`src/rtl/audio_pwm_out.sv`:
```
// Audio output stage: buffers datapath samples in a small FIFO, then releases them at a fixed
// sample rate. Each released sample sets the duty cycle of a single-bit PWM output.
module audio_pwm_out #(
  parameter int DATA_W            = 11,
  parameter int DEPTH             = 16,
  parameter int FRAMES_PER_SAMPLE = 1,
  parameter int START_LEVEL       = 4
) (
  input  logic                         clkFPGA,
  input  logic                         rst,
  input  logic [DATA_W-1:0]            sample_in,
  input  logic                         sample_valid,
  output logic                         sample_ready,
  input  logic                         clear_flags,
  output logic                         pwm_out,
  output logic                         playing,
  output logic [$clog2(DEPTH+1)-1:0]   fifo_count,
  output logic                         overflow,
  output logic                         underflow
);

  localparam int CW = $clog2(DEPTH + 1);
  localparam int AW = (DEPTH > 1) ? $clog2(DEPTH) : 1;
  localparam int FW = (FRAMES_PER_SAMPLE > 1) ? $clog2(FRAMES_PER_SAMPLE) : 1;
  localparam logic [CW-1:0]     DEPTH_C    = CW'(DEPTH);
  localparam logic [CW-1:0]     START_C    = CW'(START_LEVEL);
  localparam logic [FW-1:0]     FRAME_LAST = FW'(FRAMES_PER_SAMPLE - 1);
  localparam logic [DATA_W-1:0] MIDSCALE   = {1'b1, {(DATA_W-1){1'b0}}};

  typedef enum logic {IDLE = 1'b0, PLAY = 1'b1} state_t;
  state_t state, state_next;

  logic [DATA_W-1:0] mem [DEPTH];
  logic [AW-1:0]     wr_ptr, rd_ptr;
  logic [DATA_W-1:0] pwm_cnt, duty;
  logic [FW-1:0]     frame_cnt;
  logic              tick, full, empty, wr_en, pop;
  logic              overflow_set, underflow_set;

  // Handshake: sample_valid is a one-cycle offer with no retry. The sample is taken at the
  // edge where sample_valid && sample_ready; an offer while not ready is dropped and flagged.
  assign full         = (fifo_count == DEPTH_C);
  assign empty        = (fifo_count == '0);
  assign sample_ready = !full;
  assign wr_en        = sample_valid && !full;
  assign overflow_set = sample_valid && full;
  assign tick         = (pwm_cnt == '1) && (frame_cnt == FRAME_LAST);
  assign playing      = (state == PLAY);

  always_comb begin
    state_next    = state;
    pop           = 1'b0;
    underflow_set = 1'b0;
    if (tick) begin
      case (state)
        IDLE: begin
          if (fifo_count >= START_C) begin
            pop        = 1'b1;
            state_next = PLAY;
          end
        end
        PLAY: begin
          if (!empty) begin
            pop = 1'b1;
          end else begin
            underflow_set = 1'b1;
            state_next    = IDLE;
          end
        end
        default: state_next = IDLE;
      endcase
    end
  end

  always_ff @(posedge clkFPGA) begin
    if (rst) begin
      state      <= IDLE;
      pwm_cnt    <= '0;
      frame_cnt  <= '0;
      fifo_count <= '0;
      wr_ptr     <= '0;
      rd_ptr     <= '0;
      duty       <= MIDSCALE;
      pwm_out    <= 1'b0;
      overflow   <= 1'b0;
      underflow  <= 1'b0;
    end else begin
      state   <= state_next;
      pwm_cnt <= pwm_cnt + 1'b1;
      if (pwm_cnt == '1) begin
        frame_cnt <= (frame_cnt == FRAME_LAST) ? '0 : frame_cnt + 1'b1;
      end
      // Compare uses the pre-edge duty, so a new duty takes effect with the wrap to 0.
      pwm_out <= (pwm_cnt < duty);
      if (tick) begin
        duty <= pop ? mem[rd_ptr] : MIDSCALE;
      end
      if (wr_en) wr_ptr <= wr_ptr + 1'b1;
      if (pop)   rd_ptr <= rd_ptr + 1'b1;
      case ({wr_en, pop})
        2'b10:   fifo_count <= fifo_count + 1'b1;
        2'b01:   fifo_count <= fifo_count - 1'b1;
        default: fifo_count <= fifo_count;
      endcase
      overflow  <= overflow_set  | (overflow  & ~clear_flags);
      underflow <= underflow_set | (underflow & ~clear_flags);
    end
  end

  always_ff @(posedge clkFPGA) begin
    if (!rst && wr_en) begin
      mem[wr_ptr] <= sample_in;
    end
  end

endmodule

```
`config.mk`:
```
export PLATFORM = sky130hd
export DESIGN_NAME = audio_pwm_out
export DESIGN_NICKNAME = d
export VERILOG_FILES = /design/src/rtl/audio_pwm_out.sv
export SDC_FILE = /design/constraint.sdc
export NUM_CORES = 1
export LEC_CHECK = 0
export ABC_CLOCK_PERIOD_IN_PS = 3200
export BUFFER_PORTS_ARGS = -buffer_cell sky130_fd_sc_hd__buf_2
export CORE_ASPECT_RATIO = 2
export CORE_MARGIN = 3
export CORE_UTILIZATION = 59
export CTS_CLUSTER_SIZE = 8
export DETAILED_ROUTE_END_ITERATION = 12
export GPL_TIMING_DRIVEN = 0
export PLACE_DENSITY = 0.76
export SLEW_MARGIN = 0
export SYNTH_ARGS = -nofsm -noshare
export SYNTH_HDL_FRONTEND = slang
export SYNTH_SLANG_ARGS = --single-unit
```
`constraint.sdc`:
```
create_clock -name clkFPGA -period 3.2 [get_ports clkFPGA]
set_input_delay 0.16 -clock clkFPGA [delete_from_list [all_inputs] [get_ports clkFPGA]]
set_output_delay 0.16 -clock clkFPGA [all_outputs]
set_load 0.1 [all_outputs]
```
# == Word-level counts from Yosys, hierarchy flattened ==
# Memory sizes are Yosys's and may differ from the RTL's. A register that Yosys moved wholly into a read port is not among the register bits.
# Cells that the tools add are included.
# Widths: inputs -> output; s select.
# word_totals
ff_bits,40
mem_bits_rw,176
in_bits,15
n_memories,1
# memory_table
name,depth,width,read_ports,rd_clocked_by_memory_dff,wr,line_no,source
mem,16,11,1,1,1,33,logic [DATA_W-1:0] mem [DEPTH];
# op_classes
n_addsub,6
magnitude_cmp,2
n_eq_ne,4
n_mux,14
bitwise,7
reduce_logical,8
# ops
operator,n
$add 11x1->11 const B,1
$eq 11x11->1 const B,1
$lt 11x11->1,1
$mux 11,1
$pmux 5 s2,1
$mux 1,9
$add 4x1->4 const B,2
$mux 4,2
$add 5x1->5 const B,1
$eq 5x5->1 const B,1
$ge 5x3->1 const B,1
$logic_not 5->1,1
$sub 5x1->5 const B,1
$logic_and 1x1->1,4
$not 1->1,3
$and 1x1->1,2
$eq 2x1->1 const B,1
$eq 2x2->1 const B,1
$logic_not 1->1,2
$or 1x1->1,2
$pmux 1 s2,1
$reduce_bool 2->1,1
$add 1x1->1 const B,1

# == Depth between registers and ports, before layout ==
# logic_depth
depth_word,6
depth_mapped,11
depth_no_buf,10

# == Least setup slack after synthesis ==
# OpenSTA, ideal clock, no wires.
# synth_timing
path_type,reg-to-reg
startpoint,reg fifo_count[0]
endpoint,reg fifo_count[4]
arrival_time_ns,3.377
setup_slack_ns,-0.239
stages_incl_launch_ff,9
path_buffers,1
synth_period_minus_slack_ns,3.439
cell_sequence,dfxtp_1 o21ai_1 a2111oi_4 ha_1 clkbuf_1 or4b_2 a21oi_1 a31oi_1 nand3_1
# synth_via
elab_chain_len,6
# synth_rtl
element,line_no,source
start: declaration,17,"output logic [$clog2(DEPTH+1)-1:0] fifo_count,"
start signal: assignment,101,2'b10: fifo_count <= fifo_count + 1'b1;
start signal: assignment,102,2'b01: fifo_count <= fifo_count - 1'b1;
start signal: assignment,103,default: fifo_count <= fifo_count;
$ge 5x3->1 / $logic_not 5->1 (equally long branches),"57, 43",
"$mux 1, on equally long branches","57, 63",
$pmux 1 s2 *,55,case (state)
$mux 1 *,54,if (tick) begin
named net pop,37,"logic tick, full, empty, wr_en, pop;"
$eq 2x1->1 / $eq 2x2->1 (equally long branches),100,"case ({wr_en, pop})"
$pmux 5 s2 / $reduce_bool 2->1 (equally long branches),n/a,
# The timed path passes the listed nets; every way through them passes the cells marked *.
# A chain may end at the register's enable or synchronous reset.

# == Worst setup path in the final report ==
# layout_timing
startpoint,reg pwm_cnt[0]
endpoint,reg fifo_count[4]
# layout_via
elab_chain_len,5
# layout_rtl
element,line_no,source
start: declaration,35,"logic [DATA_W-1:0] pwm_cnt, duty;"
start signal: assignment,89,pwm_cnt <= pwm_cnt + 1'b1;
$eq 11x11->1 *,47,assign tick = (pwm_cnt == '1) && (frame_cnt == FRAME_LAST);
$logic_and 1x1->1 *,47,
$mux 1 *,54,
named net pop,37,
$eq 2x1->1 / $eq 2x2->1 (equally long branches),100,
$pmux 5 s2 / $reduce_bool 2->1 (equally long branches),n/a,
# Marked as above.

==> summary.md <==
| Metric | Value |
|---|---|
| Post-CTS Setup Repair Bufs | `0` |
| Most frequent cells in the layout | `176 x edfxtp_1, 51 x mux2_2, 44 x nor2_1` |
| IO Pins | `25` |
| Dpl ws | `0.129 ns` |
| Hold Fails Final Rpt | `0` |
| Drt first pass iters | `5` |
| WHS Endpoint | `mem[12][10]` |
| Max VDD drop | `0.480 mV` |
| CP Launch Type | `register` |
| Status | `complete, no violations` |
| H-tree depth | `1` |
| Most common cell after layout, fill and taps aside | `edfxtp_1` |
| Hold WC Path Type | `in2reg` |
| Vias per cell | `6.07` |
| Required time of the worst setup path | `3.65 ns` |
| Cells on worst reg2reg path | `9` |
| Clk buf depth | `3` |
| Synthesis Warnings | `0` |
| Clock Skew | `0.0104 ns` |
| Vias in the first global route | `5464` |
| Synthesized area per cell | `15.9 um^2` |
| Largest net degree at the start of global routing | `17` |
| Global Route Usage Sum | `0.241` |
| # diodes | `0` |
| Clock Sinks | `219` |
| TritonCTS Buffers | `31` |
| Hold path cells | `1` |
| TritonCTS clock tree | `yes` |
| Post-route ant nets | `0` |
| Slowest CP cell | `or4b_2` |
| DR DRC count | `0` |
| Worst r2r src | `pwm_cnt[0]` |
| PD cells | `601 nW/um^2` |
| Mapped Cells | `570` |
| Actual slew at the worst max-slew pin | `1.17 ns` |
| Synth cell types | `58` |
| Final setup fails | `0` |
| Minimum clock period | `3.01 ns` |
| Clock Latency Late Sink | `0.52 ns` |
| Final Cycle Share | `0.942` |
| Setup TNS | `0 ns` |
| Global-route wire length before repair | `30.6 mm` |
| Post-synth EDFFs | `176` |
| Mean routed wirelength per cell | `23.1 um` |
| GR Util met2 | `0.432` |
| GP Congestion | `0.823` |
| Slew Limit Fails | `0` |
| Post-Route WL | `19.6 mm` |
| Critical Path Max Stage Delay | `0.59 ns` |
| Clock Tree Root | `clkbuf_16` |
| Port bufs | `24` |
| 1st-iter DRT viols | `380` |
| Cell area after synthesis | `9090 um^2` |
| DIE AREA | `17000 um^2` |
| Layout cells sized above 1 | `0.257` |
| Leakage | `3.42 nW` |
| Yosys reg bits | `219` |
| CP Capture Type | `register` |
| Syn nets | `605` |
| Slew headroom | `0.216` |
| Worst setup margin | `0.186 ns` |
| FFs w/ async S/R, synth | `0` |
| Met1 Track Usage GR | `0.276` |
| Worst Path Arrival | `3.47 ns` |
| Top_reg_cell synth | `edfxtp_1` |
| MaxCap Viol Count | `0` |
| Total gr overflow | `0` |
| Crit Path Class | `reg2reg` |
| Seq/Total Area, Yosys | `0.676` |
| Die width | `93.8 um` |
| CP Max Fanout | `9` |
| Fmax | `0.332 GHz` |
| Crit-path cells | `ha_1, nand3_4, a2111oi_4, ha_1, ha_1, or4b_2, a21oi_1, a31oi_1, nand3_1` |
| Hpwl dp | `13.2 mm` |
| Initial antenna violation count | `0` |
| Final #Nets | `664` |
| Core Area | `15000 um^2` |
| Area grow syn2layout | `13.9%` |
| Total Power | `0.00622 W` |
| Reg2Reg Setup Slack | `0.19 ns` |
| Worst hold start | `sample_in[10]` |
| Clock-pin slew on the worst setup and hold paths | `0.05 ns` |
| GR Layer Usage met3 | `0.0274` |
| Die height | `182 um` |
| Vias | `5144` |
| RSZ-0062 raised after global routing | `false` |
| Row Count | `63` |
| CP dominant cell by count | `ha_1` |
| Initial Util | `0.607` |
| Most Crowded Layer GR | `met2` |
| Reg2Reg Capture Point | `fifo_count[4]` |
[per-layer routing]
layer | part of all wire | vias up
met4 | 0.056 | 0
met1 | 0.35 | 2588
li1 | - | 2326
met5 | 0 | -
met3 | 0.040 | 48
met2 | 0.55 | 182
[state kept, by name (all words and copies together), names as in the netlist, named ones only]
name and flops:
mem 176, duty 11, pwm_cnt 11, fifo_count 5
rd_ptr 4, wr_ptr 4, overflow 1, playing 1
pwm_out 1, underflow 1
[synth_stat cells (2+ instances only)]
master / number / share of area
a21oi_1: 15 / 0.0083
mux2i_1: 4 / 0.0044
nand2b_1: 5 / 0.0034
mux4_2: 24 / 0.059
ha_1: 20 / 0.028
o311ai_2: 9 / 0.016
mux2_2: 51 / 0.063
dfxtp_1: 43 / 0.095
nand4_1: 4 / 0.0028
buf_6: 4 / 0.0050
edfxtp_1: 176 / 0.58
o22ai_1: 20 / 0.014
o21ai_0: 5 / 0.0028
inv_1: 20 / 0.0083
xor2_1: 5 / 0.0048
xnor2_1: 9 / 0.0087
buf_2: 2 / 0.0011
nand2_1: 25 / 0.010
buf_1: 5 / 0.0021
or3_1: 4 / 0.0028
nor2_1: 44 / 0.018
nand3_1: 16 / 0.0088
o211ai_1: 2 / 0.0017
nor2b_1: 2 / 0.0014
buf_4: 3 / 0.0025
a32oi_1: 2 / 0.0019
nor3_1: 4 / 0.0022
and3_1: 4 / 0.0028
clkbuf_1: 11 / 0.0045
a211o_1: 4 / 0.0039
[per-stage QoR]
step / instance area, um^2 / cells / hold slack [ns] / util
detailed placement: 9460 / 789 / 0.432 / 0.632
global placement: 9460 / 789 / 0.426 / 0.632
floorplan: 9090 / 570 / 0.259 / -
finish: 10400 / 848 / 0.0279 / 0.691
global route: 10400 / 848 / 0.0294 / 0.691
CTS: 10400 / 848 / 0.0158 / 0.691
[worst max path at each step]
| stage | from | endpoint | slack (ns) | depth (start not counted) |
|---|---|---|---|---|
| 2_1_floorplan | fifo_count[1] | fifo_count[4] | 0.15 | 9 |
| 4_1_cts | pwm_cnt[0] | fifo_count[4] | 0.12 | 9 |
| 5_1_grt | pwm_cnt[0] | fifo_count[4] | 0.01 | 9 |
| 3_5_place_dp | pwm_cnt[0] | fifo_count[4] | 0.13 | 9 |
| 6_report | pwm_cnt[0] | fifo_count[4] | 0.19 | 9 |
| 3_3_place_gp | pwm_cnt[0] | fifo_count[4] | 0.22 | 9 |
[cell type report]
type	instances	area, um^2
Inverter	20	75.1
Timing Repair Buffer	26	140
Buffer	27	150
Clock inverter	1	6.26
Tap cell	195	244
Sequential cell	219	6150
Multi-Input combinational cell	304	2720
Fill cell	1004	4620
Clock buffer	56	870
[power by group]
group	total (W)	internal, W	switching (W)
sequential	0.00312	0.00311	0.0000172
combinational	0.000187	0.0000545	0.000132
clock	0.00291	0.00180	0.00111
[cell families after synthesis]
| group | share of synthesized area |
|---|---|
| buffers and inverters | 0.0248 |
| adders and majority gates | 0.0275 |
| and+or+nand+nor | 0.0654 |
| DFF | 0.676 |
| xor gates and xnor gates | 0.0135 |
| AOI/OAI and AO/OA | 0.0654 |
| muxes | 0.127 |
[timing repair]
item                       CTS  global route
hold endpoints to repair     2             0
resized for setup            0             0
setup endpoints to repair    0             2
hold buffers                 2             0
[critical path, delay by kind of cell (launching register included)]
family,cells,cell delay [ns]
simple gates,3,0.84
compound gates,3,0.76
fa+ha+maj,3,0.95
flops,1,0.40
Power figures use the tool's default switching activity.
